<file path="src/rtl/legv8_multicycle_control.sv">
// Main control FSM for the multicycle LEGv8-subset core: sequences fetch, decode,
// execute, memory and writeback, and counts retired instructions.
module legv8_multicycle_control #(
    parameter int CNT_W = 32,
    parameter int OPC_W = 11
) (
    input  logic             clk,
    input  logic             rst,
    input  logic [OPC_W-1:0] opcode_i,
    input  logic             zero_i,
    input  logic             mem_ready_i,
    output logic             ir_write_o,
    output logic             pc_write_o,
    output logic [1:0]       pc_src_o,
    output logic             alu_src_a_o,
    output logic [1:0]       alu_src_b_o,
    output logic [1:0]       alu_op_o,
    output logic             mem_read_o,
    output logic             mem_write_o,
    output logic             iord_o,
    output logic             reg_write_o,
    output logic             mem_to_reg_o,
    output logic             reg2loc_o,
    output logic             illegal_o,
    output logic [CNT_W-1:0] instr_count_o,
    output logic [3:0]       state_o
);

    typedef enum logic [3:0] {
        INIT   = 4'd0,
        FETCH  = 4'd1,
        DECODE = 4'd2,
        EXEC_R = 4'd3,
        ADDR   = 4'd4,
        MEM_RD = 4'd5,
        MEM_WR = 4'd6,
        WB_R   = 4'd7,
        WB_LD  = 4'd8,
        BRANCH = 4'd9,
        JUMP   = 4'd10,
        HALT   = 4'd11
    } state_e;

    state_e           state_q, state_d;
    logic             illegal_q, illegal_d;
    logic [CNT_W-1:0] count_q, count_d;
    logic             retire;

    logic is_rtype, is_ldur, is_stur, is_cbz, is_b;

    assign is_rtype = (opcode_i[10:0] == 11'b10001011000) ||
                      (opcode_i[10:0] == 11'b11001011000) ||
                      (opcode_i[10:0] == 11'b10001010000) ||
                      (opcode_i[10:0] == 11'b10101010000);
    assign is_ldur  = (opcode_i[10:0] == 11'b11111000010);
    assign is_stur  = (opcode_i[10:0] == 11'b11111000000);
    assign is_cbz   = (opcode_i[10:3] == 8'b10110100);
    assign is_b     = (opcode_i[10:5] == 6'b000101);

    always_ff @(posedge clk or posedge rst) begin
        if (rst) begin
            state_q   <= INIT;
            illegal_q <= 1'b0;
            count_q   <= '0;
        end else begin
            state_q   <= state_d;
            illegal_q <= illegal_d;
            count_q   <= count_d;
        end
    end

    // Every exit back to FETCH from a completing state retires one instruction.
    always_comb begin
        state_d   = state_q;
        illegal_d = illegal_q;
        retire    = 1'b0;
        case (state_q)
            INIT:   state_d = FETCH;
            FETCH:  if (mem_ready_i) state_d = DECODE;
            DECODE: begin
                if (is_rtype)                state_d = EXEC_R;
                else if (is_ldur || is_stur) state_d = ADDR;
                else if (is_cbz)             state_d = BRANCH;
                else if (is_b)               state_d = JUMP;
                else begin
                    state_d   = HALT;
                    illegal_d = 1'b1;
                end
            end
            EXEC_R: state_d = WB_R;
            WB_R:   begin state_d = FETCH; retire = 1'b1; end
            ADDR:   state_d = is_ldur ? MEM_RD : MEM_WR;
            MEM_RD: if (mem_ready_i) state_d = WB_LD;
            WB_LD:  begin state_d = FETCH; retire = 1'b1; end
            MEM_WR: if (mem_ready_i) begin state_d = FETCH; retire = 1'b1; end
            BRANCH: begin state_d = FETCH; retire = 1'b1; end
            JUMP:   begin state_d = FETCH; retire = 1'b1; end
            HALT:   state_d = HALT;
            default: state_d = INIT;
        endcase
        count_d = retire ? count_q + {{(CNT_W-1){1'b0}}, 1'b1} : count_q;
    end

    always_comb begin
        ir_write_o   = 1'b0;
        pc_write_o   = 1'b0;
        pc_src_o     = 2'b00;
        alu_src_a_o  = 1'b0;
        alu_src_b_o  = 2'b00;
        alu_op_o     = 2'b00;
        mem_read_o   = 1'b0;
        mem_write_o  = 1'b0;
        iord_o       = 1'b0;
        reg_write_o  = 1'b0;
        mem_to_reg_o = 1'b0;
        reg2loc_o    = 1'b0;
        case (state_q)
            FETCH: begin
                mem_read_o  = 1'b1;
                alu_src_b_o = 2'b01;
                ir_write_o  = mem_ready_i;
                pc_write_o  = mem_ready_i;
            end
            DECODE: begin
                alu_src_b_o = 2'b11;
                reg2loc_o   = is_stur || is_cbz;
            end
            EXEC_R: begin
                alu_src_a_o = 1'b1;
                alu_op_o    = 2'b10;
            end
            WB_R:   reg_write_o = 1'b1;
            ADDR: begin
                alu_src_a_o = 1'b1;
                alu_src_b_o = 2'b10;
            end
            MEM_RD: begin
                mem_read_o = 1'b1;
                iord_o     = 1'b1;
            end
            WB_LD: begin
                reg_write_o  = 1'b1;
                mem_to_reg_o = 1'b1;
            end
            MEM_WR: begin
                mem_write_o = 1'b1;
                iord_o      = 1'b1;
                reg2loc_o   = 1'b1;
            end
            BRANCH: begin
                alu_src_a_o = 1'b1;
                alu_op_o    = 2'b01;
                reg2loc_o   = 1'b1;
                pc_src_o    = 2'b01;
                pc_write_o  = zero_i;
            end
            JUMP: begin
                pc_src_o   = 2'b10;
                pc_write_o = 1'b1;
            end
            default: ;
        endcase
    end

    assign illegal_o     = illegal_q;
    assign instr_count_o = count_q;
    assign state_o       = state_q;

endmodule
</file>
<file path="config.mk">
export PLATFORM = sky130hd
export DESIGN_NAME = legv8_multicycle_control
export DESIGN_NICKNAME = d
export VERILOG_FILES = /design/src/rtl/legv8_multicycle_control.sv
export SDC_FILE = /design/constraint.sdc
export NUM_CORES = 1
export LEC_CHECK = 0
export ABC_AREA = 1
export CAP_MARGIN = 10
export CORE_UTILIZATION = 46
export CTS_CLUSTER_SIZE = 40
export DETAILED_ROUTE_END_ITERATION = 10
export HOLD_SLACK_MARGIN = 0.08
export PLACE_DENSITY_LB_ADDON = 0.2
export SETUP_SLACK_MARGIN = 0.3
export SLEW_MARGIN = 20
export SYNTH_ARGS = -nofsm -noshare
export SYNTH_HDL_FRONTEND = slang
export SYNTH_SLANG_ARGS = --single-unit
</file>
<file path="constraint.sdc">
create_clock -name clk -period 1.4 [get_ports clk]
set_input_delay 0.28 -clock clk [delete_from_list [all_inputs] [get_ports clk]]
set_output_delay 0.28 -clock clk [all_outputs]
set_load 0.05 [all_outputs]
</file>
==> results of run 1 <==
==> cell usage after synthesis <==
master    instances
a211o_1           1
a21oi_1           5
and2_1            1
buf_2             3
buf_4             2
buf_6             2
clkbuf_1          2
dfrtp_1          37
ha_1              1
inv_1            34
inv_2            10
nand2_1         182
nand2_2           3
nand2_4           3
nand3_1          38
nand3b_1         16
nand4_1           5
nand4_2           1
nor2_1           81
nor2_4            3
nor3_1            1
nor3_4            1
o21ai_0           2
o21ai_1          11
o21bai_1          1
xor2_1           11
==> timing repair <==
item / CTS
setup endpoints to repair: 89
resized for setup: 85
hold buffers: 0
hold endpoints to repair: 0
cloned: 2
buffers inserted: 41
pin swaps: 13
==> metrics by stage <==
stage               cells  hold WS, ns  worst slack (ns)
floorplan             457        0.240            -0.297
global placement      683        0.528            -0.370
detailed placement    683        0.556            -0.473
CTS                   734        0.380            -0.441
==> logic make-up after synthesis <==
kind of cell	count (synthesis)
buf+inv	53
fa+ha+maj	1
flops	37
compound gates	20
simple gates	335
xor+xnor	11
==> metrics.txt, run 1 <==
outcome aborted with a tool error; Halt Stage global routing; Run Error [ERROR DPL-0038] Utilization greater than 100%, impossible to legalize; Syn Inst Count 457; Placer Congestion between 0.9 and 1; largest net degree at the start of global routing 38; Port Buffer Count between 60 and 70; post-synthesis xor/xnor area fraction 3.41%; area leader, netlist dfrtp_1; post-synth net total 473; die extent in x 80.3 um; main combinational cell family by area after synthesis simple AND/OR/NAND/NOR gates; sequential area share after synthesis roughly a third; count of cell types in the netlist 26; FP Rows 28; YS warnings 0; GR repair worst EP reg2loc_o; placed inst area 4890 um^2; post-DP HPWL 8090 um; synth top area cells dfrtp_1, nand2_1, nor2_1; Post-Syn Area per Cell between 6 and 7 um^2; worst_ep kind output port; TritonCTS Buffers 5; clk sink count 37; H-tree levels 2; Synth Area in Adders 0.443%; die height 80.3 um; CTS root buffer clkbuf_8; top cell type's share of synthesized area 32.8%; I/O pin count between 60 and 70; worst-case clock buffer depth 2; Compound-Gate Fraction of Synth Area 3.77%; initial core utilization a little under half; mux share of post-synthesis cell area 0%; mapped cell area 2820 um^2; Synth Register Bits 37; Post-Synth Simple-Gate Area 51.6%
==> run 2: changes to the inputs <==
--- a/config.mk
+++ b/config.mk
@@ -7,12 +7,9 @@
 export LEC_CHECK = 0
 export ABC_AREA = 1
 export CAP_MARGIN = 10
-export CORE_UTILIZATION = 46
-export CTS_CLUSTER_SIZE = 40
+export CORE_UTILIZATION = 40
 export DETAILED_ROUTE_END_ITERATION = 10
-export HOLD_SLACK_MARGIN = 0.08
-export PLACE_DENSITY_LB_ADDON = 0.2
-export SETUP_SLACK_MARGIN = 0.3
+export PLACE_DENSITY_LB_ADDON = 0.15
 export SLEW_MARGIN = 20
 export SYNTH_ARGS = -nofsm -noshare
 export SYNTH_HDL_FRONTEND = slang
==> constraint.sdc (replaced) <==
create_clock -name clk -period 1.8 [get_ports clk]
set_input_delay 0.36 -clock clk [delete_from_list [all_inputs] [get_ports clk]]
set_output_delay 0.36 -clock clk [all_outputs]
set_load 0.05 [all_outputs]
==> run 2 against run 1 <==
  * The flow now finishes, with violations (negative setup slack)
  * Synthesized cell count is the same
  * Synthesized area is the same
==> metrics.txt, run 2 <==
CP startpoint kind flip-flop; gr usage total between 20% and 30%; Syn Inst Count 457 (unchanged); Rel. slew slack 75.9%; die area 7390 um^2; Initial DRC Count 142; Avg Vias per Cell 4.87; ANT cells 0; clk sink count 37 (unchanged); post-DP HPWL 6280 um (-22%); count of cell types in the netlist 26 (unchanged); CTS root buffer clkbuf_8; vias in the first global route 3022; Final Net Count 579; Final Util approximately 60%; initial core utilization 41.5% (-6.1 points); number of max-cap violations 0; critical path capture point type output pin; Critical Path RT between 1 and 1.5 ns; final wirelength roughly 8400 um; final setup violating endpoints 5; Fin. Hold Viols 0; TritonCTS Buffers 5 (unchanged); outcome finished with violations; initial antenna violation count 0; synth top area cells dfrtp_1, nand2_1, nor2_1; Slew @ Worst Pin 0.361 ns; GRT overflow 0; DRC errors left 0; Tcrit/Tclk final 104%; Antenna Violating Nets Remaining 0; max-slew violations 0; sequential area share after synthesis 32.8% (unchanged); pwr dens between 1000 and 1500 nW/um^2; Crit Path Class flip-flop to output pin; Tmin final 1.87 ns; largest net degree at the start of global routing just over 40; EDFF count, synth 0 (unchanged); Worst EP arrival 1.51 ns; post-synth net total 473 (unchanged); Placer Congestion 0.960 (+1.4%); synth-to-layout area growth 47.2%; Synth Register Bits 37 (unchanged); final worst setup slack -0.0721 ns; Final TNS setup -0.174 ns; top cell type's share of synthesized area 32.8% (unchanged); failing checks negative setup slack; leading cell type in the layout, fill and taps excluded nand2_1; Clock Pin Slew Worst Setup and Hold Paths 0.07 ns; Final Cell Area 4150 um^2; most frequent cell after synthesis nand2_1; FP Rows 30 (+7.1%); ys async rst share 100% (unchanged); prevailing post-synth register cell dfrtp_1; Vias 3212; top cells by count, synth nand2_1, nor2_1, nand3_1; commonest non-fill, non-tap cells in the layout nand2_1, buf_4, nor2_1, nand3_1, dfrtp_1; mapped cell area 2820 um^2 (unchanged); area leader, netlist dfrtp_1; r2r worst-path depth 11; YS warnings 0 (unchanged); drt first pass iters 4; RSZ-0062 raised after global routing yes; cts hold-fix bufs 0 (unchanged); max reg flops 32; H-tree levels 2 (unchanged); clock tree from TritonCTS built; worst-case clock buffer depth 2 (unchanged); WL/cell 12.8 um; Port Buffer Count 66 (unchanged); layout cells sized above 1 27.7%; core area 6790 um^2; global-route wire length before repair 14300 um; Setup Skew ~0.0022 ns; CP Max Fanout 5; die height 86.0 um (+7.1%); achievable clock frequency 0.534 GHz; Worst-Skew Late Latency ~0.28 ns; Hold Crit Class primary input to async pin; Total Power between 4 and 5 mW; die extent in x 86.0 um (+7.1%); Leakage 2.12 nW; placed inst area 3860 um^2 (-21%); Post-Syn Area per Cell 6.17 um^2 (unchanged); I/O pin count 67 (unchanged); Peak VDD IR 1200 uV
run 2: repair_timing:
item | in CTS | in global routing
setup buffers | 12 | 5
setup endpoints to repair | 6 | 9
pin swaps | 9 | 8
resized for setup | 22 | 17
gates cloned | 0 | 0
run 2: stage by stage:
stage	hold slack (ns)	cells	setup slack, ns
floorplan	0.498	457	-0.0325
global placement	0.465	635	-0.0798
detailed placement	0.463	635	-0.120
CTS	0.421	654	-0.0450
global route	0.457	659	-0.115
finish	0.419	659	-0.0721
run 2: final timing paths:
kind                                        start                             to  slack (ns)
max                        state_o[1]$_DFFE_PP0P_                     pc_write_o       -0.07
min                                           rst  instr_count_o[13]$_DFFE_PP0P_        0.42
max reg2reg                state_o[1]$_DFFE_PP0P_  instr_count_o[19]$_DFFE_PP0P_        0.14
min reg2reg                 illegal_o$_DFFE_PP0P_          illegal_o$_DFFE_PP0P_        0.48
max in group asynchronous                     rst         state_o[0]$_DFFE_PP0P_        1.16
min in group clk            illegal_o$_DFFE_PP0P_          illegal_o$_DFFE_PP0P_        0.48
run 2: kinds of logic after synthesis:
family | count (synthesis) | share of synthesized area (%)
AOI/OAI and AO/OA | 20 | 3.77
xor gates and xnor gates | 11 | 3.41
adders and majority gates | 1 | 0.443
buffers and inverters | 53 | 7.98
DFF | 37 | 32.8
and+or+nand+nor | 335 | 51.6
run 2: final cells by class:
class | count | area (um^2)
fillers | 653 | 2640
multi-input cells | 367 | 1780
repair buffers | 108 | 1070
flip-flops and latches | 37 | 931
inverters | 44 | 165
well taps | 96 | 120
clock buffers | 7 | 86.3
run 2: layer usage:
| layer | vias up | track usage [%] | wire length (um) |
|---|---|---|---|
| met4 | 0 | 6.06 | 119 |
| met3 | 14 | 5.20 | 436 |
| met2 | 85 | 38.9 | 4000 |
| met1 | 1478 | 33.5 | 3880 |
| met5 | - | 0 | 0 |
| li1 | 1635 | - | - |
run 2: worst max-delay path: stages, from the launching register on:
cell	delay, ns
dfrtp_2	0.43
inv_2	0.07
nand2_4	0.09
inv_2	0.05
nand2_2	0.09
nor2_4	0.04
a211o_4	0.31
buf_8	0.15
run 2: where the power goes:
part / total [mW] / internal, mW / switching (mW)
Combinational: 3.13 / 1.26 / 1.87
Clock: 0.588 / 0.304 / 0.284
Sequential: 1.07 / 0.928 / 0.141
No activity file was read; power rests on OpenSTA's default activity.
==> run 3: changes to the inputs <==
--- a/config.mk
+++ b/config.mk
@@ -9,6 +9,7 @@
 export CAP_MARGIN = 10
 export CORE_UTILIZATION = 40
 export DETAILED_ROUTE_END_ITERATION = 10
+export DONT_BUFFER_PORTS = 1
 export PLACE_DENSITY_LB_ADDON = 0.15
 export SLEW_MARGIN = 20
 export SYNTH_ARGS = -nofsm -noshare
==> run 3 against run 2 <==
  * The run still ends with negative setup slack left
  * Power fell by 9.0%
  * Sequential power is essentially flat
  * Worst hold slack worse by 0.35 ns
  * Global-route usage is 0.74 points lower
  * Clock-buffer cell count did not move
  * Utilization decreased by 6.9 points
  * Clock skew rose by 0.0024 ns
  * Final cell count shrank 5.6%
  * Routed wire length grew 1.0%
  * Combinational power fell by 14%
  * Clock power grew 1%
  * Sequential cell count did not move
  * Largest power group unchanged
==> metrics.txt, run 3 (synthesis gave the netlist of run 2 again) <==
CP Max Fanout 5 (unchanged); Tcrit/Tclk final 102% (-1.8 points); Sw Share 51.7% (+3.7 points); layout cells sized above 1 23.4% (-4.3 points); CP startpoint kind flip-flop; Slew @ Worst Pin 0.564 ns (+0.203 ns); Clock power frac 13.6% (+1.3 points); critical path capture point type output pin; final wirelength 8520 um (+1.0%); clk sink count 37 (unchanged); Initial DRC Count 182 (+28%); final worst setup slack -0.0403 ns (+0.0318 ns); Sw Pwr 2.25 mW (-2.1%); Peak VDD IR 1150 uV (-4.0%); met2 usage 39.5% (+0.65 points); non-filler cells, final 622 (-5.6%); Port Buffer Count 0 (-100%); met1 usage 31.6% (-1.9 points); Avg Vias per Cell 4.92 (+0.87%); clock tree from TritonCTS built; ANT cells 0 (unchanged); multi-input logic area 1800 um^2 (+1.1%); largest net degree at the start of global routing 41 (unchanged); outcome finished with violations; TritonCTS Buffers 5 (unchanged); synth-to-layout area growth 30.5%; Worst EP arrival 1.48 ns (-0.03 ns); global-route wire length before repair 13800 um (-3.0%); max-slew violations 0 (unchanged); crit-path max cell delay 0.45 ns (+0.02 ns); r2r worst-path depth 11 (unchanged); Leakage 1.88 nW (-11%); H-tree levels 2 (unchanged); Setup Skew 0.00461 ns (+0.00243 ns); Final Net Count 542 (-6.4%); drt first pass iters 4 (unchanged); FP Rows 30 (unchanged); Tmin final 1.84 ns (-0.0318 ns); fill count 677 (+3.7%); placed inst area 3420 um^2 (-12%); cells along the critical path inv_2, nand2_4, nor2_4, buf_6, a211o_4; leading cell type in the layout, fill and taps excluded nand2_1; Combinational Power Share 61.9% (-3.5 points); final setup violating endpoints 4 (-1); gr usage total 23.6% (-0.74 points); DRC errors left 0 (unchanged); Crit-path slowest cell dfrtp_2; Worst-Skew Late Latency 0.28 ns (about the same); achievable clock frequency 0.543 GHz (+1.7%); Place WS -0.0142 ns (+0.106 ns); Placer Congestion 0.885 (-7.8%); die area 7390 um^2 (unchanged); RSZ-0062 raised after global routing yes; GR Util met3 3.85% (-1.3 points); Rel. slew slack 62.3% (-14 points); FF-to-FF Start state_o[0]$_DFFE_PP0P_; Antenna Violating Nets Remaining 0 (unchanged); I/O pin count 67 (unchanged); Final TNS setup -0.0835 ns (+0.0909 ns); Total Power 4.36 mW (-9.0%); Fin. Hold Viols 0 (unchanged); max reg flops 32 (unchanged); number of max-cap violations 0 (unchanged); initial core utilization 41.5% (unchanged); r2r setup slk 0.09 ns (-0.05 ns); Critical Path RT 1.44 ns (about the same); WL/cell 13.7 um (+7.0%); vias in the first global route 2895 (-4.2%); Crit Path Class flip-flop to output pin; CTS root buffer clkbuf_8; area occupied by registers 931 um^2 (unchanged); pwr dens 1180 nW/um^2 (+2.6%); die extent in x 86.0 um (unchanged); FF-to-FF End instr_count_o[2]$_DFFE_PP0P_; post-DP HPWL 6220 um (-0.99%); Clock Pin Slew Worst Setup and Hold Paths 0.07 ns (about the same); worst-case clock buffer depth 2 (unchanged); Final Cell Area 3680 um^2 (-11%); sequential share of power 24.4% (+2.1 points); GR peak layer met2; GRT overflow 0 (unchanged); die height 86.0 um (unchanged); failing checks negative setup slack; Vias 3058 (-4.8%); commonest non-fill, non-tap cells in the layout nand2_1, nor2_1, buf_4, nand3_1, dfrtp_1; core area 6790 um^2 (unchanged); dpl cells 605 (-4.7%); initial antenna violation count 0 (unchanged); P_int 2.10 mW (-15%); cts hold-fix bufs 0 (unchanged); Hold Crit Class primary input to async pin
[run 3: changes by cell type in the layout (fill, tap and decap cells not counted), sizes merged]
cell / before / now
dlymetal6s2s: 3 / 0
nor3: 2 / 3
dlygate4sd2: 6 / 0
clkdlybuf4s50: 5 / 0
buf: 94 / 70
[run 3: worst max path at each step]
stage	to	slack, ns	from
finish	pc_write_o	-0.04	state_o[1]$_DFFE_PP0P_
global route	reg2loc_o	-0.08	state_o[1]$_DFFE_PP0P_
CTS	instr_count_o[26]$_DFFE_PP0P_	-0.04	state_o[0]$_DFFE_PP0P_
detailed placement	instr_count_o[30]$_DFFE_PP0P_	-0.01	state_o[0]$_DFFE_PP0P_
global placement	instr_count_o[18]$_DFFE_PP0P_	0.04	state_o[1]$_DFFE_PP0P_
floorplan	reg2loc_o	-0.03	state_o[1]$_DFFE_PP0P_
[run 3: repair_timing]
item,CTS,global route
endpoints found under the setup margin,15,34
pin swaps,7,9
cloned,0,1
buffers inserted,2,7
gates resized for setup,15,9
[run 3: cell type report]
type                       count  share of cell area [%]
multi-input combinational    368                    48.9
sequential                    37                    25.3
timing repair buffer          70                    15.7
inverter                      44                    4.49
tap                           96                    3.26
clock buffer                   7                    2.34
[run 3: power groups by stage]
stage / sequential [mW] / clock (mW) / combinational (mW)
after CTS: 1.06 / 0.622 / 2.46
after global placement: 1.06 / 0 / 2.34
after detailed placement: 1.06 / 0 / 2.36
after floorplan: 1.34 / 0 / 1.46
final: 1.06 / 0.594 / 2.70
after global routing: 1.08 / 0.642 / 2.84
[run 3: worst max-delay path, delay by kind of cell, from the launching register on]
family,cells,cell delay (ns)
simple gates,2,0.16
buf+inv,2,0.19
flops,1,0.45
compound gates,1,0.40
[run 3: layer usage]
metal / wire (um) / vias up
li1: - / 1564
met1: 3900 / 1418
met2: 4150 / 74
met3: 434 / 2
met4: 35 / 0
met5: 0 / -
[run 3: stage by stage]
step                util [%]  hold slack (ns)
floorplan                  -            0.498
global placement        50.3            0.406
detailed placement      50.3            0.413
CTS                     52.6           0.0932
global route            54.2            0.126
finish                  54.2           0.0701
